File: src/rtl/pulse_gen_pkg.sv
// Shared types for the trapezoidal pulse generator: FSM states, default widths
// and the configuration record.
package pulse_gen_pkg;

    localparam int DEF_W  = 16;
    localparam int DEF_CW = 24;

    typedef enum logic [2:0] {
        IDLE,
        CALC,
        DELAY,
        RISE,
        HIGH,
        FALL,
        LOW,
        DONE
    } pg_state_t;

    typedef struct packed {
        logic [DEF_W-1:0]  iv;
        logic [DEF_W-1:0]  pv;
        logic [DEF_CW-1:0] td;
        logic [DEF_CW-1:0] tr;
        logic [DEF_CW-1:0] th;
        logic [DEF_CW-1:0] tf;
        logic [DEF_CW-1:0] tl;
        logic              oneshot;
    } pg_cfg_t;

endpackage

File: src/rtl/serial_div.sv
// Restoring unsigned divider, one quotient bit per cycle. The first bit is
// resolved on the start edge, so results are ready W cycles after start.
module serial_div
    import pulse_gen_pkg::*;
#(
    parameter int W  = DEF_W,
    parameter int CW = DEF_CW
) (
    input  logic          clk,
    input  logic          rst_n,
    input  logic          start,
    input  logic [W-1:0]  dividend,
    input  logic [CW-1:0] divisor,
    output logic          busy,
    output logic          done,
    output logic [W-1:0]  quotient,
    output logic [CW-1:0] remainder
);

    localparam int SW = $clog2(W + 1);

    logic [CW-1:0] dvs;
    logic [SW-1:0] steps;

    logic [CW-1:0] step_rem_in;
    logic [W-1:0]  step_quo_in;
    logic [CW-1:0] step_dvs;
    logic [CW:0]   shifted;
    logic          fits;
    logic [CW-1:0] step_rem;
    logic [W-1:0]  step_quo;

    // A start restarts the divider even if a previous division is in flight.
    always_comb begin
        step_rem_in = start ? '0 : remainder;
        step_quo_in = start ? dividend : quotient;
        step_dvs    = start ? divisor : dvs;
        shifted     = {step_rem_in, step_quo_in[W-1]};
        fits        = (shifted >= {1'b0, step_dvs});
        step_rem    = fits ? (shifted[CW-1:0] - step_dvs) : shifted[CW-1:0];
        step_quo    = {step_quo_in[W-2:0], fits};
    end

    always_ff @(posedge clk) begin
        if (!rst_n) begin
            dvs       <= '0;
            steps     <= '0;
            busy      <= 1'b0;
            done      <= 1'b0;
            quotient  <= '0;
            remainder <= '0;
        end else begin
            done <= 1'b0;
            if (start) begin
                dvs       <= divisor;
                quotient  <= step_quo;
                remainder <= step_rem;
                steps     <= SW'(W - 1);
                busy      <= 1'b1;
            end else if (busy) begin
                quotient  <= step_quo;
                remainder <= step_rem;
                steps     <= steps - SW'(1);
                if (steps == SW'(1)) begin
                    busy <= 1'b0;
                    done <= 1'b1;
                end
            end
        end
    end

endmodule

File: src/rtl/pulse_wave_gen.sv
// Trapezoidal pulse waveform generator: delay, linear rise, high, linear fall,
// low, repeated or one-shot, with exact integer ramps from a DDA accumulator.
module pulse_wave_gen
    import pulse_gen_pkg::*;
#(
    parameter int W  = DEF_W,
    parameter int CW = DEF_CW
) (
    input  logic          clk,
    input  logic          rst_n,
    input  logic          cfg_valid,
    output logic          cfg_ready,
    input  logic [W-1:0]  cfg_iv,
    input  logic [W-1:0]  cfg_pv,
    input  logic [CW-1:0] cfg_td,
    input  logic [CW-1:0] cfg_tr,
    input  logic [CW-1:0] cfg_th,
    input  logic [CW-1:0] cfg_tf,
    input  logic [CW-1:0] cfg_tl,
    input  logic          cfg_oneshot,
    input  logic          abort,
    output logic          out_valid,
    output logic [W-1:0]  out_sample,
    output logic          period_done,
    output logic          done
);

    // Handshake: a config transfers on a clock edge where cfg_valid and
    // cfg_ready are both high; cfg_ready depends only on state and abort.

    localparam int NW = $clog2(2 * W + 2);
    localparam logic [NW-1:0] DIV1_END = NW'(W);
    localparam logic [NW-1:0] DIV2_END = NW'(2 * W);
    localparam logic [NW-1:0] CALC_END = NW'(2 * W + 1);

    pg_state_t state, state_nxt;

    logic [W-1:0]  iv, pv;
    logic [CW-1:0] td, tr, th, tf, tl;
    logic          oneshot;

    logic          dir;
    logic [W-1:0]  delta;
    logic [NW-1:0] calc_cnt;
    logic [W-1:0]  q_rise, q_fall;
    logic [CW-1:0] r_rise, r_fall;

    logic [CW-1:0] dur, dur_nxt;
    logic [CW-1:0] th_m1, tl_m1;
    logic          entry;
    pg_state_t     rise_or_high, fall_or_end, low_or_done;

    logic          ramp_rise, ramp_now, ramp_up, carry;
    logic [CW-1:0] ramp_t, ramp_r;
    logic [W-1:0]  ramp_q, ramp_from, ramp_level;
    logic [W:0]    acc_off, off_base, off_nxt;
    logic [CW:0]   acc_err, err_base, err_sum, err_nxt;

    logic          valid_nxt, pd_nxt, done_nxt;
    logic [W-1:0]  sample_nxt;

    logic          div_start, div_busy, div_done;
    logic [CW-1:0] div_divisor, div_rem;
    logic [W-1:0]  div_quo;

    assign cfg_ready = (state == IDLE) && !abort;

    assign dir   = (pv >= iv);
    assign delta = dir ? (pv - iv) : (iv - pv);
    assign th_m1 = (th == '0) ? '0 : th - CW'(1);
    assign tl_m1 = (tl == '0) ? '0 : tl - CW'(1);

    // Zero-length ramps are skipped so the following level applies at once.
    assign rise_or_high = (tr != '0) ? RISE : HIGH;
    assign low_or_done  = oneshot ? DONE : LOW;
    assign fall_or_end  = (tf != '0) ? FALL : low_or_done;

    assign div_divisor = (calc_cnt == DIV1_END) ? tf : tr;
    assign div_start   = (state == CALC) && !abort &&
                         (((calc_cnt == '0) && (tr != '0)) ||
                          ((calc_cnt == DIV1_END) && (tf != '0)));

    serial_div #(.W(W), .CW(CW)) u_div (
        .clk       (clk),
        .rst_n     (rst_n),
        .start     (div_start),
        .dividend  (delta),
        .divisor   (div_divisor),
        .busy      (div_busy),
        .done      (div_done),
        .quotient  (div_quo),
        .remainder (div_rem)
    );

    always_comb begin
        state_nxt = state;
        case (state)
            IDLE:    if (cfg_valid) state_nxt = CALC;
            CALC:    if (calc_cnt == CALC_END) state_nxt = (td != '0) ? DELAY : rise_or_high;
            DELAY:   if (dur == '0) state_nxt = rise_or_high;
            RISE:    if (dur == '0) state_nxt = HIGH;
            HIGH:    if (dur == '0) state_nxt = fall_or_end;
            FALL:    if (dur == '0) state_nxt = low_or_done;
            LOW:     if (dur == '0) state_nxt = rise_or_high;
            DONE:    state_nxt = DONE;
            default: state_nxt = IDLE;
        endcase
        if (abort) state_nxt = IDLE;
    end

    assign entry = (state_nxt != state);

    // dur holds the cycles remaining after the current one in this state.
    always_comb begin
        dur_nxt = dur;
        if (entry) begin
            case (state_nxt)
                DELAY:   dur_nxt = td - CW'(1);
                RISE:    dur_nxt = tr - CW'(1);
                HIGH:    dur_nxt = th_m1;
                FALL:    dur_nxt = tf - CW'(1);
                LOW:     dur_nxt = tl_m1;
                default: dur_nxt = '0;
            endcase
        end else if (dur != '0) begin
            dur_nxt = dur - CW'(1);
        end
    end

    // offset_k = floor(delta*k/t) tracked as q per step plus a carry from the
    // remainder accumulator, so the last ramp sample lands exactly on target.
    always_comb begin
        ramp_rise  = (state_nxt == RISE);
        ramp_now   = ramp_rise || (state_nxt == FALL);
        ramp_t     = ramp_rise ? tr : tf;
        ramp_q     = ramp_rise ? q_rise : q_fall;
        ramp_r     = ramp_rise ? r_rise : r_fall;
        ramp_from  = ramp_rise ? iv : pv;
        ramp_up    = ramp_rise ? dir : !dir;
        off_base   = entry ? '0 : acc_off;
        err_base   = entry ? '0 : acc_err;
        err_sum    = err_base + {1'b0, ramp_r};
        carry      = (err_sum >= {1'b0, ramp_t});
        err_nxt    = carry ? (err_sum - {1'b0, ramp_t}) : err_sum;
        off_nxt    = off_base + {1'b0, ramp_q} + {{W{1'b0}}, carry};
        ramp_level = ramp_up ? (ramp_from + off_nxt[W-1:0]) : (ramp_from - off_nxt[W-1:0]);
    end

    always_comb begin
        sample_nxt = out_sample;
        case (state_nxt)
            DELAY, LOW, DONE: sample_nxt = iv;
            HIGH:             sample_nxt = pv;
            RISE, FALL:       sample_nxt = ramp_level;
            default:          sample_nxt = out_sample;
        endcase
        valid_nxt = (state_nxt != IDLE) && (state_nxt != CALC);
        done_nxt  = (state_nxt == DONE);
        pd_nxt    = (dur_nxt == '0) &&
                    ((state_nxt == LOW) ||
                     (oneshot && ((state_nxt == FALL) || ((state_nxt == HIGH) && (tf == '0)))));
    end

    always_ff @(posedge clk) begin
        if (!rst_n) begin
            state       <= IDLE;
            dur         <= '0;
            calc_cnt    <= '0;
            iv          <= '0;
            pv          <= '0;
            td          <= '0;
            tr          <= '0;
            th          <= '0;
            tf          <= '0;
            tl          <= '0;
            oneshot     <= 1'b0;
            q_rise      <= '0;
            r_rise      <= '0;
            q_fall      <= '0;
            r_fall      <= '0;
            acc_off     <= '0;
            acc_err     <= '0;
            out_valid   <= 1'b0;
            out_sample  <= '0;
            period_done <= 1'b0;
            done        <= 1'b0;
        end else begin
            state    <= state_nxt;
            dur      <= dur_nxt;
            calc_cnt <= ((state == CALC) && (state_nxt == CALC)) ? calc_cnt + NW'(1) : '0;

            if (cfg_valid && cfg_ready) begin
                iv      <= cfg_iv;
                pv      <= cfg_pv;
                td      <= cfg_td;
                tr      <= cfg_tr;
                th      <= cfg_th;
                tf      <= cfg_tf;
                tl      <= cfg_tl;
                oneshot <= cfg_oneshot;
                q_rise  <= '0;
                r_rise  <= '0;
                q_fall  <= '0;
                r_fall  <= '0;
            end

            // A skipped division leaves its quotient/remainder at zero.
            if ((state == CALC) && div_done && !div_busy) begin
                if (calc_cnt == DIV1_END) begin
                    q_rise <= div_quo;
                    r_rise <= div_rem;
                end else if (calc_cnt == DIV2_END) begin
                    q_fall <= div_quo;
                    r_fall <= div_rem;
                end
            end

            acc_off     <= ramp_now ? off_nxt : '0;
            acc_err     <= ramp_now ? err_nxt : '0;
            out_valid   <= valid_nxt;
            out_sample  <= sample_nxt;
            period_done <= pd_nxt;
            done        <= done_nxt;
        end
    end

endmodule

File: config.mk
export PLATFORM = sky130hd
export DESIGN_NAME = pulse_wave_gen
export DESIGN_NICKNAME = d
export VERILOG_FILES = /design/src/rtl/pulse_gen_pkg.sv /design/src/rtl/serial_div.sv /design/src/rtl/pulse_wave_gen.sv
export SDC_FILE = /design/constraint.sdc
export NUM_CORES = 1
export LEC_CHECK = 0
export CORE_MARGIN = 2
export CORE_UTILIZATION = 60
export DETAILED_ROUTE_END_ITERATION = 12
export GPL_TIMING_DRIVEN = 0
export PLACE_DENSITY = 0.87
export SLEW_MARGIN = 20
export SYNTH_ARGS = -nofsm -noshare
export SYNTH_HDL_FRONTEND = slang
export SYNTH_SLANG_ARGS = --single-unit
File: constraint.sdc
create_clock -name clk -period 13.25 [get_ports clk]
set_clock_uncertainty 0.2 [all_clocks]
set_input_delay 1.325 -clock clk [delete_from_list [all_inputs] [get_ports clk]]
set_output_delay 1.325 -clock clk [all_outputs]
set_load 0.02 [all_outputs]
Yosys cells after proc, flatten, opt, wreduce, memory -nomap -nowiden
Cells that the tools add are included.
{ "totals": {"regBits": 398, "in_bits": 157, "wordCells": 168} }
{ "op_classes": {"add_sub_neg": 17, "magnitude_cmp": 3, "n_eq_ne": 20, "mux": 57, "bitwise_logic": 2, "reduce_logical": 41} }
{ "ops": {"columns": ["operator", "count"], "rows": [
  ["2-to-1 mux 24 bit", 19],
  ["2-to-1 mux 16 bit", 14],
  ["subtractor 24 x 1 -> 24 bit, second input constant", 6],
  ["zero test 24 bit", 5],
  ["one-hot mux 24 bit (5 select lines)", 1],
  ["nonzero test 24 bit", 4],
  ["greater-or-equal comparator 25 x 24 -> 1 bit", 2],
  ["2-to-1 mux 25 bit", 2],
  ["one-hot mux 16 bit (3 select lines)", 1],
  ["subtractor 16 bit", 3],
  ["2-to-1 mux 3 bit", 9],
  ["adder 25 x 24 -> 25 bit", 1],
  ["subtractor 25 x 24 -> 25 bit", 1],
  ["== test 3 bit, second input constant", 8],
  ["subtractor 24 bit", 1],
  ["one-hot mux 3 bit (7 select lines)", 1],
  ["adder 17 x 1 -> 17 bit", 1],
  ["adder 17 x 16 -> 17 bit", 1],
  ["2-to-1 mux 17 bit", 1],
  ["adder 16 bit", 1],
  ["greater-or-equal comparator 16 bit", 1],
  ["logical AND 1 bit", 13],
  ["== test 3 x 2 -> 1 bit, second input constant", 4],
  ["== test 6 bit, second input constant", 2],
  ["other kinds (20)", 38]
]} }

Depth between registers and ports, before layout
Gate-level depths: netlist of the first run.
{ "depth": {"ltp_word": 14, "mapped_depth": 61, "ltp_nobuf": 55} }

Hierarchy
Synthesis of the first run repeated with hierarchy kept, for this count alone.
{ "unflattened": {"cells_unflattened": 3294, "area_unflattened_um2": 26499.2} }
{ "modules_own_cells": {"columns": ["module", "n_inst", "cells_each", "area_per_inst_um2"], "rows": [
  ["pulse_wave_gen", 1, 2773, 21937.3],
  ["serial_div", 1, 521, 4561.9]
]} }

Worst setup path after synthesis of the first run
Ideal clock, no wire load.
{ "synth_timing": {"path_kind": "input to register", "startpoint": "input port abort", "endpoint": "register out_sample[15]", "setup_ps": 128, "arrival_time_ps": 11809, "required_ps": 12922, "slack_ps": 1113, "cell_stages": 56, "path_buffers": 5, "cell_sequence": "nor3_1 -> nand2_1 -> nand2_1 -> and2_1 -> clkbuf_1 -> clkbuf_1 -> nand2_1 -> clkbuf_1 -> clkbuf_1 -> mux2_2 -> ha_1 -> inv_1 -> fa_1 -> nor2b_1 -> o21a_1 -> o21ai_0 -> a21oi_1 -> a41o_1 -> [... 20 more ...] -> nand2_1 -> nor3_1 -> nand2_1 -> or3_1 -> or3_1 -> nand2_1 -> xnor2_1 -> ha_1 -> and2_1 -> o21ai_0 -> nand3_1 -> a21o_1 -> a21oi_1 -> o21ai_0 -> xnor2_1 -> xnor3_1 -> nand2_1 -> a21oi_1"} }
{ "synth_via": {"elab_chain_cells": 9} }
{ "synth_lines": {"columns": ["element", "line", "source"], "rows": [
  ["from (decl)", "pulse_wave_gen.sv:21", "input logic abort,"],
  ["2-to-1 mux 3 bit (*)", "pulse_wave_gen.sv:108", "if (abort) state_nxt = IDLE;"],
  ["!= test 3 bit / == test 3 x 2 -> 1 bit (equally long branches)", "pulse_wave_gen.sv:111, pulse_wave_gen.sv:133", null],
  ["2-to-1 mux 25 bit / 2-to-1 mux 24 bit (equally long branches)", "pulse_wave_gen.sv:141, pulse_wave_gen.sv:137", null],
  ["adder 25 x 24 -> 25 bit", "pulse_wave_gen.sv:142", "err_sum = err_base + {1'b0, ramp_r};"],
  ["greater-or-equal comparator 25 x 24 -> 1 bit", "pulse_wave_gen.sv:143", "carry = (err_sum >= {1'b0, ramp_t});"],
  ["adder 17 x 1 -> 17 bit (*)", "pulse_wave_gen.sv:145", "off_nxt = off_base + {1'b0, ramp_q} + {{W{1'b0}}, carry};"],
  ["net off_nxt[1]", "pulse_wave_gen.sv:56", "logic [W:0] acc_off, off_base, off_nxt;"],
  ["subtractor 16 bit / adder 16 bit (equally long branches)", "pulse_wave_gen.sv:146", "ramp_level = ramp_up ? (ramp_from + off_nxt[W-1:0]) : (ramp_from - off_nxt[W-1:0]);"],
  ["2-to-1 mux 16 bit (*)", "pulse_wave_gen.sv:146", null],
  ["one-hot mux 16 bit (3 select lines) (*)", "pulse_wave_gen.sv:151", "case (state_nxt)"],
  ["to (signal assigned)", "pulse_wave_gen.sv:221", "out_sample <= sample_nxt;"],
  ["to (decl)", "pulse_wave_gen.sv:23", "output logic [W-1:0] out_sample,"]
]} }
The timed path passes the listed nets; every way through them passes the cells marked *.
A chain may end at the register's enable or synchronous reset.

Worst setup path after layout of the first run
{ "layout_timing": {"startpoint": "register dur[0]", "endpoint": "register out_sample[15]"} }
{ "layout_via": {"elab_chain_cells": 12} }
{ "layout_lines": {"columns": ["element", "line", "source"], "rows": [
  ["from (decl)", "pulse_wave_gen.sv:48", "logic [CW-1:0] dur, dur_nxt;"],
  ["from (signal assigned)", "pulse_wave_gen.sv:189", "dur <= dur_nxt;"],
  ["zero test 24 bit (*)", null, null],
  ["2-to-1 mux 3 bit (on tied branches)", null, null],
  ["one-hot mux 3 bit (7 select lines) (*)", "pulse_wave_gen.sv:97", "case (state)"],
  ["2-to-1 mux 3 bit (*)", "pulse_wave_gen.sv:108", null],
  ["!= test 3 bit / == test 3 x 2 -> 1 bit (equally long branches)", "pulse_wave_gen.sv:111, pulse_wave_gen.sv:133, pulse_wave_gen.sv:151", null],
  ["2-to-1 mux 25 bit / 2-to-1 mux 24 bit (equally long branches)", "pulse_wave_gen.sv:141, pulse_wave_gen.sv:137", null],
  ["adder 25 x 24 -> 25 bit", "pulse_wave_gen.sv:142", null],
  ["greater-or-equal comparator 25 x 24 -> 1 bit", "pulse_wave_gen.sv:143", null],
  ["adder 17 x 1 -> 17 bit", "pulse_wave_gen.sv:145", null],
  ["subtractor 16 bit / adder 16 bit (equally long branches)", "pulse_wave_gen.sv:146", null],
  ["2-to-1 mux 16 bit", "pulse_wave_gen.sv:146", null],
  ["one-hot mux 16 bit (3 select lines)", "pulse_wave_gen.sv:151", null]
]} }
Mark *: on every way between the ends. The rest lies on a longest branch, timed or not.

==> metrics.md, run 1 <==
| Metric | Value |
|---|---|
| Net Count, Synth | 3,684 |
| Post-DR wirelength/cell | 22.3 µm |
| Async SR Flop Fraction | 0 |
| IO Count | 177 |
| Peak supply drop | 0.0920 mV |
| Largest Register | acc_err |
| Die area | 44,400 µm² |
| Number of buffers created by CTS | 43 |
| Commonest cells after routing, fill and taps aside | nand2_1 (565), a21oi_1 (420), dfxtp_1 (397), nor2_1 (224), clkbuf_1 (178) |
| Final setup fails | 0 |
| DR pass1 iterations | 6 |
| Post-Route WL | 93,300 µm |
| CP max FO | 10 |
| EDFF count, synth | 0 |
| Core ar. | 42,000 µm² |
| Initial antenna violation count | 2 |
| Buffers on Ports | 175 |
| Number of global-route vias before repair | 25,247 |
| Layout cells sized above 1 | 0.0661 |
| DR iter-0 viols | 3,275 |
| Kind of critical path | reg2reg |
| Max Fclk | 0.0781 GHz |
| Root buf cell | clkbuf_16 |
| HPWL Detailed | 69,800 µm |
| Commonest non-fill, non-tap cell in the layout | nand2_1 |
| # clock sinks | 397 |
| Final ANT Viol Nets | 0 |
| Placed Instances | 4,091 |
| Worst-margin pin slew | 1.08 ns |
| Crit-path most repeated cell | a21oi_1 |
| Final GP Congestion | 1.07 |
| #FFs+latches synth | 397 |
| Area delta synth->final | 16.8% |
| Largest register FFs | 25 |
| Max cap viols | 0 |
| Sum Neg Setup Slack | 0 ns |
| Final Power | 3.69 mW |
| Non-Filler Instances | 4,185 |
| Rel. slew slack | 0.280 |
| GRT Util Overall | 0.407 |
| CP Launch Type | register |
| Synth cell types | 94 |
| Initial core utilization | 0.610 |
| Ys Warns | 0 |
| Die H | 211 µm |
| Clock Latency Late Sink | 0.59 ns |
| Lkg Pwr | 11.9 nW |
| Pwr per Cell Area | 123 nW/µm² |
| DRC errors left | 0 |
| Smallest hold slack | 0.265 ns |
| Vias per cell | 6.45 |
| CTS max path bufs | 3 |
| Hold Violations, Final | 0 |
| Site Rows | 75 |
| Syn_area_per_cell | 7.60 µm² |
| Hold crit path type | reg2reg |
| CTS H-tree lvls | 2 |
| Critical Path AT | 13.07 ns |
| CP Data Required Time | 13.52 ns |
| CP peak stage delay | 0.48 ns |
| Worst-path clk slew | 0.06 ns |
| Top_reg_cell synth | dfxtp_1 |
| Final Net Count | 3,919 |
| Largest net degree at the start of global routing | 20 |
| Fin crit period | 12.81 ns |
| Worst setup EP type | register |
| CP max-delay cell | fa_1 |
| Fin crit share | 0.967 |
| First-pass GRT wire length | 140,000 µm |
| Vias | 26,981 |
| Die span in x | 211 µm |
| Post-synthesis sequential area ratio | 0.310 |
| Outcome | finished clean |
| Syn Inst Count | 3,374 |
| Total congestion overflow | 0 |
| Cell Area, Synth | 25,600 µm² |
| TritonCTS clock tree | built |
| Slew Viols, Final | 0 |
-- layer usage --
layer,vias to the layer above,track usage,share of wire
met5,-,0,0
met4,0,0.230,0.059
met3,358,0.0950,0.11
met2,1560,0.645,0.44
met1,12656,0.509,0.39
li1,12407,-,-
-- critical path, delay by kind of cell, from the launching register on --
family / cells / cell delay (ns)
buf+inv: 9 / 1.64
xor+xnor: 5 / 1.14
mux: 1 / 0.23
simple gates: 17 / 3.27
compound gates: 21 / 3.92
flops: 1 / 0.31
fa+ha+maj: 6 / 1.93
-- repair_timing --
item                       CTS  global route
setup buffers                2            14
pin swaps                    2             9
resized for setup           30            46
gates cloned                 0             0
setup endpoints to repair   15             6
hold buffers                 0             0
-- through the flow --
stage	worst slack, ns	area (µm²)	util
final	0.442	30000	0.713
after global routing	-0.111	30000	0.712
after CTS	-0.0110	29700	0.706
after detailed placement	-2.83	28100	0.669
after global placement	-2.77	28100	0.668
after floorplan	1.11	25600	-
-- Yosys cell counts (all sizes together), types with 14 or more instances --
library cell	number	area (µm²)
a211oi	30	225
xnor2	136	1190
nor3	71	370
clkbuf	184	691
a31oi	15	93.8
a22oi	19	156
dfxtp	397	7950
xor2	53	464
o211ai	24	185
nor2b	24	150
or2	17	106
mux2i	63	631
mux2	47	529
o22ai	24	150
nand2	569	2140
a21boi	14	105
nand3	154	771
a21oi	423	2120
o21a	14	105
or3	23	144
and3	45	282
and2	81	509
a221oi	15	131
ha	145	1810
nor4	50	385
a21o	55	413
nand2b	17	106
inv	97	364
nand4	28	188
nor2	226	858
o21ai	140	704
-- power by group --
part	total [mW]	internal [mW]	switching, mW
logic	1.08	0.453	0.631
clock network	1.26	0.737	0.525
registers	1.34	1.25	0.0895
total	3.69	2.44	1.24
-- final timing paths --
kind | from | slack (ns) | depth (start not counted) | to
worst min-delay path | r_rise[11] | 0.27 | 2 | r_rise[11]
worst max register to register | dur[0] | 0.44 | 59 | out_sample[15]
worst max-delay path | dur[0] | 0.44 | 59 | out_sample[15]
worst min register to register | r_rise[11] | 0.27 | 2 | r_rise[11]
-- logic make-up (layout without fill, tap and decap cells) --
| group | after synthesis | in the layout | synth area share |
|---|---|---|---|
| compound gates | 887 | 887 | 0.212 |
| xor+xnor | 190 | 190 | 0.0654 |
| fa+ha+maj | 153 | 153 | 0.0770 |
| buf+inv | 295 | 565 | 0.0438 |
| flops | 397 | 397 | 0.310 |
| mux | 110 | 110 | 0.0452 |
| other cells | 0 | 2 | 0 |
| simple gates | 1342 | 1342 | 0.247 |
-- area by class of cell --
| cell class | count | area (µm²) |
|---|---|---|
| well taps | 539 | 674 |
| clock inverters | 20 | 233 |
| plain buffers | 193 | 793 |
| fillers | 3394 | 12100 |
| inverters | 98 | 372 |
| diodes | 2 | 5.00 |
| repair buffers | 194 | 1890 |
| flip-flops and latches | 397 | 7950 |
| multi-input cells | 2682 | 16800 |
| clock buffers | 60 | 1240 |
(Power assumes the default switching activity.)
==> inputs of run 2 (changes only) <==
--- a/config.mk
+++ b/config.mk
@@ -8,6 +8,7 @@
 export CORE_MARGIN = 2
 export CORE_UTILIZATION = 60
 export DETAILED_ROUTE_END_ITERATION = 12
+export GPL_ROUTABILITY_DRIVEN = 0
 export GPL_TIMING_DRIVEN = 0
 export PLACE_DENSITY = 0.87
 export SLEW_MARGIN = 20
==> run 2 against run 1 <==
  * Critical path depth is 5 lower
  * Global-route usage is 1.3 points lower
  * Hold slack worse by 0.0020 ns
  * Critical endpoint is now out_sample[14]
  * Largest cell class unchanged
==> metrics.md, run 2 (synthesis gave the netlist of run 1 again) <==
| Metric | Value |
|---|---|
| Worst setup EP type | register |
| CP Launch Type | register |
| Largest register FFs | 25 |
| Peak supply drop | 0.117 mV |
| Register-to-Register Setup Slack | 0.43 ns |
| Post-Route WL | 89,800 µm |
| Vias | 27,256 |
| Largest net degree at the start of global routing | 20 |
| Final Net Count | 3,907 |
| Final ANT Viol Nets | 0 |
| Sum Neg Setup Slack | 0 ns |
| Hold Violations, Final | 0 |
| Total congestion overflow | 0 |
| Pwr per Cell Area | 125 nW/µm² |
| Commonest cells after routing, fill and taps aside | nand2_1 (566), a21oi_1 (419), dfxtp_1 (396), nor2_1 (224), clkbuf_1 (178) |
| DRC errors left | 0 |
| Max cap viols | 0 |
| CP max-delay cell | nor4bb_1 |
| Buffers on Ports | 175 |
| Die area | 44,400 µm² |
| DR iter-0 viols | 3,797 |
| Die H | 211 µm |
| Final Power | 3.74 mW |
| CTS max path bufs | 3 |
| Number of buffers created by CTS | 43 |
| FILL cells | 3,247 |
| Final Cell Area | 29,900 µm² |
| Max Fclk | 0.0780 GHz |
| Kind of critical path | reg2reg |
| Post-DR wirelength/cell | 21.5 µm |
| Root buf cell | clkbuf_16 |
| GRT Util Overall | 0.394 |
| Vias per cell | 6.54 |
| Critical Path AT | 13.14 ns |
| Clock Latency Late Sink | 0.62 ns |
| Layout cells sized above 1 | 0.0614 |
| Initial antenna violation count | 4 |
| CP Data Required Time | 13.57 ns |
| Outcome | finished clean |
| TritonCTS clock tree | built |
| # diodes | 0 |
| Final setup fails | 0 |
| Fin crit share | 0.967 |
| CP peak stage delay | 0.53 ns |
| Worst-margin pin slew | 1.09 ns |
| HPWL Detailed | 66,500 µm |
| Commonest non-fill, non-tap cell in the layout | nand2_1 |
| CTS H-tree lvls | 2 |
| Lkg Pwr | 11.9 nW |
| DR pass1 iterations | 12 |
| Largest Register | acc_err |
| Area delta synth->final | 16.6% |
| Fin crit period | 12.82 ns |
| CP max FO | 18 |
| IO Count | 177 |
| Core ar. | 42,000 µm² |
| Slew Viols, Final | 0 |
| Rel. slew slack | 0.275 |
| Die span in x | 211 µm |
| Worst-path clk slew | 0.06 ns |
| Number of global-route vias before repair | 25,870 |
| Site Rows | 75 |
| Initial core utilization | 0.610 |
| First-pass GRT wire length | 138,000 µm |
| # clock sinks | 397 |
| Placed inst area | 28,100 µm² |
| Hold crit path type | reg2reg |
==> run 2: cell types whose count changed in the layout (fill, tap and decap cells not counted), moves of 3 or more <==
cell,change
nor4_2,-5
bufinv_16,+3
nor4_1,+4
buf_4,-11
clkbuf_4,-3
==> run 2: metrics by stage <==
| stage | cells | worst slack (ns) | hold slack [ns] | util |
|---|---|---|---|---|
| 6_report | 4170 | 0.431 | 0.263 | 0.711 |
| 5_1_grt | 4170 | -0.114 | 0.282 | 0.711 |
| 4_1_cts | 4167 | 0.00200 | 0.265 | 0.708 |
| 3_5_place_dp | 4090 | -2.54 | 0.256 | 0.668 |
| 3_3_place_gp | 4088 | -2.25 | 0.252 | 0.668 |
| 2_1_floorplan | 3374 | 1.11 | 0.244 | - |
==> run 2: per-layer routing <==
layer	share of wire	vias up	GRT usage
met5	0.00040	-	0.00556
met4	0.071	4	0.237
met3	0.13	510	0.112
met2	0.42	1791	0.611
met1	0.37	12581	0.486
li1	-	12370	-
==> run 2: worst paths after layout <==
path,startpoint,end,cells after the start
worst min-delay path,q_rise[2],q_rise[2],2
worst max-delay path,state[0],out_sample[14],54
worst min register to register,q_rise[2],q_rise[2],2
worst max register to register,state[0],out_sample[14],54
==> run 2: final cells by class <==
cell class | count | area (µm²) | area share
Timing Repair Buffer | 182 | 1800 | 0.0601
Buffer | 193 | 790 | 0.0264
Clock buffer | 60 | 1260 | 0.0422
Multi-Input combinational cell | 2682 | 16800 | 0.561
Inverter | 98 | 372 | 0.0124
Sequential cell | 397 | 7950 | 0.266
Clock inverter | 19 | 300 | 0.0100
Tap cell | 539 | 674 | 0.0225
==> run 2: timing repair <==
action / CTS / global route
endpoints found under the setup margin: 14 / 8
hold buffers: 0 / 0
buffers inserted: 1 / 4
pin swaps: 0 / 8
gates resized for setup: 27 / 42
cloned: 0 / 0
==> run 2: power by group <==
group          total (mW)  switching [mW]  internal, mW
Sequential           1.34          0.0893          1.25
Clock                1.34           0.531         0.805
Combinational        1.07           0.622         0.446
==> run 2: critical path, delay by kind of cell, from the launching register on <==
family / cells / cell delay, ns
AO/OA/AOI/OAI: 23 / 4.44
AND/OR/NAND/NOR: 14 / 2.91
adder cells (fa/ha/maj): 6 / 1.96
buffers and inverters: 7 / 1.70
multiplexers: 2 / 0.72
XOR/XNOR: 2 / 0.40
flip-flops: 1 / 0.35
